`src/rtl/multi_one_shot_pkg.sv`:
```
// Shared types and constants for the multi-channel one-shot pulse generator.
// States, edge-mode encodings and counter sizing helper.
package multi_one_shot_pkg;

  typedef enum logic [1:0] {
    ST_IDLE  = 2'd0,
    ST_PULSE = 2'd1,
    ST_HOLD  = 2'd2
  } t_1shot_state;

  localparam int EDGE_RISE = 0;
  localparam int EDGE_FALL = 1;
  localparam int EDGE_BOTH = 2;

  // Down-counter must hold the larger of the pulse and holdoff reloads.
  function automatic int cnt_width(input int p, input int h);
    int m;
    m = (p > h) ? p : h;
    return (m < 1) ? 1 : $clog2(m + 1);
  endfunction

endpackage

```
`src/rtl/one_shot_channel.sv`:
```
// One channel: optional synchronizer (MULTI_ONE_SHOT_SYNC_EN), input sample,
// edge detect, pulse/holdoff FSM with down-counter and registered outputs.
module one_shot_channel
  import multi_one_shot_pkg::*;
#(
  parameter int PULSE_LEN = 1,
  parameter int HOLDOFF   = 0,
  parameter int EDGE_MODE = EDGE_RISE
) (
  input  logic clk,
  input  logic rst,
  input  logic x,
  input  logic en,
  output logic y,
  output logic busy
);

  localparam int CW = cnt_width(PULSE_LEN, HOLDOFF);
  localparam logic [CW-1:0] PL_LD = CW'(PULSE_LEN - 1);
  localparam logic [CW-1:0] HO_LD =
    CW'((HOLDOFF > 0) ? HOLDOFF - 1 : 0);

  logic         x_in;
  logic         x_r;
  logic         x_q;
  logic         rise;
  logic         fall;
  logic         trig;
  logic         pulse;
  t_1shot_state state;
  logic [CW-1:0] cnt;

`ifdef MULTI_ONE_SHOT_SYNC_EN
  logic s1;
  logic s2;

  always_ff @(posedge clk) begin
    if (rst) begin
      s1 <= 1'b0;
      s2 <= 1'b0;
    end else begin
      s1 <= x;
      s2 <= s1;
    end
  end

  assign x_in = s2;
`else
  assign x_in = x;
`endif

  // x_r is the sampled level; x_q its previous value for edge detect.
  always_ff @(posedge clk) begin
    if (rst) begin
      x_r <= 1'b0;
      x_q <= 1'b0;
    end else begin
      x_r <= x_in;
      x_q <= x_r;
    end
  end

  assign rise = x_r & ~x_q;
  assign fall = ~x_r & x_q;

  assign trig = (EDGE_MODE == EDGE_FALL) ? fall :
                (EDGE_MODE == EDGE_BOTH) ? (rise | fall) :
                rise;

  assign pulse = (state == ST_PULSE);

  always_ff @(posedge clk) begin
    if (rst) begin
      state <= ST_IDLE;
      cnt   <= '0;
      y     <= 1'b0;
      busy  <= 1'b0;
    end else begin
      y    <= pulse;
      busy <= (state != ST_IDLE);
      unique case (state)
        ST_IDLE: begin
          if (en && trig) begin
            state <= ST_PULSE;
            cnt   <= PL_LD;
          end
        end
        ST_PULSE: begin
          if (cnt == '0) begin
            if (HOLDOFF > 0) begin
              state <= ST_HOLD;
              cnt   <= HO_LD;
            end else begin
              state <= ST_IDLE;
            end
          end else begin
            cnt <= cnt - CW'(1);
          end
        end
        ST_HOLD: begin
          if (cnt == '0) begin
            state <= ST_IDLE;
          end else begin
            cnt <= cnt - CW'(1);
          end
        end
        default: begin
          state <= ST_IDLE;
          cnt   <= '0;
        end
      endcase
    end
  end

endmodule

```
`src/rtl/multi_one_shot_fsm.sv`:
```
// Multi-channel edge-triggered one-shot; channels are independent instances.
// Optional input synchronizer selected by MULTI_ONE_SHOT_SYNC_EN.
module multi_one_shot_fsm
  import multi_one_shot_pkg::*;
#(
  parameter int N_CH      = 4,
  parameter int PULSE_LEN = 1,
  parameter int HOLDOFF   = 0,
  parameter int EDGE_MODE = EDGE_RISE
) (
  input  logic            clk,
  input  logic            rst,
  input  logic [N_CH-1:0] x,
  input  logic [N_CH-1:0] en,
  output logic [N_CH-1:0] y,
  output logic [N_CH-1:0] busy
);

  if (N_CH < 1) begin : g_bad_nch
    $error("multi_one_shot_fsm: N_CH must be >= 1");
  end
  if (PULSE_LEN < 1) begin : g_bad_len
    $error("multi_one_shot_fsm: PULSE_LEN must be >= 1");
  end
  if (HOLDOFF < 0) begin : g_bad_hold
    $error("multi_one_shot_fsm: HOLDOFF must be >= 0");
  end
  if (EDGE_MODE != EDGE_RISE && EDGE_MODE != EDGE_FALL &&
      EDGE_MODE != EDGE_BOTH) begin : g_bad_mode
    $error("multi_one_shot_fsm: EDGE_MODE must be 0, 1 or 2");
  end

  for (genvar i = 0; i < N_CH; i++) begin : g_ch
    one_shot_channel #(
      .PULSE_LEN (PULSE_LEN),
      .HOLDOFF   (HOLDOFF),
      .EDGE_MODE (EDGE_MODE)
    ) u_ch (
      .clk  (clk),
      .rst  (rst),
      .x    (x[i]),
      .en   (en[i]),
      .y    (y[i]),
      .busy (busy[i])
    );
  end

endmodule
```
`config.mk`:
```
export PLATFORM = sky130hd
export DESIGN_NAME = multi_one_shot_fsm
export DESIGN_NICKNAME = d
export VERILOG_FILES = /design/src/rtl/multi_one_shot_pkg.sv /design/src/rtl/one_shot_channel.sv /design/src/rtl/multi_one_shot_fsm.sv
export SDC_FILE = /design/constraint.sdc
export NUM_CORES = 1
export LEC_CHECK = 0
export ABC_CLOCK_PERIOD_IN_PS = 900
export CAP_MARGIN = 20
export CORE_MARGIN = 10
export CORE_UTILIZATION = 30
export DETAILED_ROUTE_END_ITERATION = 12
export HOLD_SLACK_MARGIN = 0.1
export PLACE_DENSITY = 0.58
export SYNTH_ARGS = -nofsm -noshare
export SYNTH_HDL_FRONTEND = slang
export SYNTH_SLANG_ARGS = --single-unit
```
`constraint.sdc`:
```
create_clock -name clk -period 0.9 [get_ports clk]
set_input_delay 0.18 -clock clk [delete_from_list [all_inputs] [get_ports clk]]
set_output_delay 0.18 -clock clk [all_outputs]
set_load 0.02 [all_outputs]
```
==> results.json <==
{
  "status": "complete, but fails checks",
  "violations": "negative setup slack",
  "path_clk_slew_ns": 0.09,
  "yosys.area_share.simple_pct": 24.9,
  "cp.required_ns": 0.72,
  "numCtsBuffers": 3,
  "final_common_cell": "dfxtp_1",
  "synthMuxAreaShare_pct": 0,
  "detail-route-antenna-nets": 0,
  "die_area_um2": 3810,
  "min_period_over_period_pct": 102,
  "worst_ep_arrival_time_ns": 0.74,
  "place_congestion": 0.581,
  "post_cts_buffers": 0,
  "clock_path_buffers": 2,
  "fin_crit_ns": 0.918,
  "cts-root-buf": "clkbuf_4",
  "grt_pass1_wl_um": 1120,
  "place_area_um2": 664,
  "grt_pass1_vias": 280,
  "antennaDiodeCount": 0,
  "crit_buf_inv": 1,
  "synth-compound-area-share_pct": 0,
  "design_area_um2": 716,
  "syn_area_per_cell_um2": 11.6,
  "routed_wl_um": 750,
  "wire_per_inst_um": 9.74,
  "p_leak_nw": 0.313,
  "finalHoldViolCount": 0,
  "num_io_pins": 18,
  "syn_nets": 55,
  "multi_input_area_um2": 130,
  "grt_overflow_total": 0,
  "h-tree-depth": 1,
  "synth_xor_area_share_pct": 0,
  "setup_slack_ns": -0.0177,
  "grt_usage_pct": 4.36,
  "worstMarginPinSlew_ns": 0.123,
  "finalNetCount": 71,
  "skew_ns": 0.00119,
  "die_x_um": 61.7,
  "post-place-ws_ns": -0.242,
  "clock.fmax_mhz": 1090,
  "dieHeight_um": 61.7,
  "syn_inst": 45,
  "path_cells": "buf_6",
  "rsz0062_at_grt": "true",
  "synth_top_family_by_area": "simple AND/OR/NAND/NOR gates",
  "layout_common_cells": "dfxtp_1, nor2b_1, clkdlybuf4s50_1",
  "syn-cell-area_um2": 522,
  "viasPerCell": 4.03,
  "critPathCaptureType": "primary output",
  "synthToLayoutAreaGrowth_pct": 37.2,
  "slowest_delay_ns": 0.35,
  "synth.distinct_cells": 7,
  "core_area_um2": 1690,
  "clk_latency_ns": 0.28,
  "ys_warn_count": 0,
  "slew_headroom_pct": 91.8,
  "worst_setup_path_start_kind": "flip-flop",
  "cp_max_fo": 2,
  "regArea_um2": 325,
  "antenna_found_initial": 0,
  "cts.sinks": 16,
  "crit_family": "flip-flops",
  "setup_viol": 8,
  "vias": 310,
  "rows": 15,
  "power.density_nw_per_um2": 1810,
  "worst_ir_drop_vdd_mv": 0.495,
  "hold_class": "input port to flip-flop",
  "path_class": "flip-flop to primary output",
  "ys_seq_elements": 16,
  "start_util_pct": 30.9,
  "report.final.slew_viol_count": 0,
  "port_buffers": 17,
  "drt_iter0_drc": 1,
  "grt_max_degree": 10,
  "dr.pass1.iters": 2,
  "cts_tree": "built",
  "cap_violations": 0,
  "final.fill_count": 171,
  "synthAdderAreaFrac_pct": 0,
  "drive_gt1_share_pct": 35.0,
  "ys_seq_area_share_pct": 61.4,
  "critical_path.slowest_cell": "dfxtp_2",
  "remaining_drc_errors": 0
}
per-stage QoR:
stage               total power, mW  hold slack (ns)  utilization, %  instances  TNS, ns
finish                         1.29            0.448            42.4         77   -0.137
global route                   1.35            0.440            42.4         77   -0.408
CTS                            1.31            0.437            42.4         77   -0.268
detailed placement            0.858            0.445            39.3         73    -3.62
global placement              0.855            0.441            39.3         73    -3.44
floorplan                     0.804            0.259               -         45        0
layout make-up:
class                   count  area share [%]
clock buffers               4            5.07
multi-input cells          20            18.2
flip-flops and latches     16            45.5
well taps                  17            2.97
repair buffers             20            28.3
metal layers:
metal  global-route usage (%)  vias up  share of wire, %
met3                    0.610        2                10
met5                        0        -                 0
met1                     3.99      135                37
met2                     6.44       12                49
met4                     7.64        0               3.6
li1                         -      161                 -
worst paths after layout:
| path | from | end | slack (ns) | depth (start not counted) |
|---|---|---|---|---|
| max reg2reg | g_ch[3].u_ch.x_r | g_ch[3].u_ch.state[0] | 0.22 | 2 |
| min reg2reg | g_ch[1].u_ch.x_r | g_ch[1].u_ch.x_q | 0.46 | 1 |
| max | g_ch[3].u_ch.busy | busy[3] | -0.02 | 1 |
| min | x[2] | g_ch[2].u_ch.x_r | 0.45 | 2 |
power breakdown:
group	internal [mW]	total [mW]	switching, mW
Combinational	0.0704	0.102	0.0315
Clock	0.246	0.451	0.205
Sequential	0.732	0.739	0.00715
synthesized netlist by cell type:
library cell / count / area share, %
buf_4: 8 / 12
buf_6: 1 / 2.2
and3_1: 4 / 4.8
dfxtp_1: 16 / 61
nor2_1: 4 / 2.9
nor2b_1: 10 / 12
nor2b_4: 2 / 5.3
flip-flops by register name, indices dropped and copies added, names as in the netlist:
signal	count
g_ch.u_ch.state	4
g_ch.u_ch.busy	2
g_ch.u_ch.x_r	4
g_ch.u_ch.x_q	4
g_ch.u_ch.y	2
cell families after synthesis:
family | Yosys count
and+or+nand+nor | 20
DFF | 16
buffers and inverters | 9
what timing repair did:
action                                  in CTS  in global routing
gates resized for setup                     52                  0
endpoints found under the setup margin       8                  8
hold buffers                                 0                  0
(Power assumes the default switching activity.)
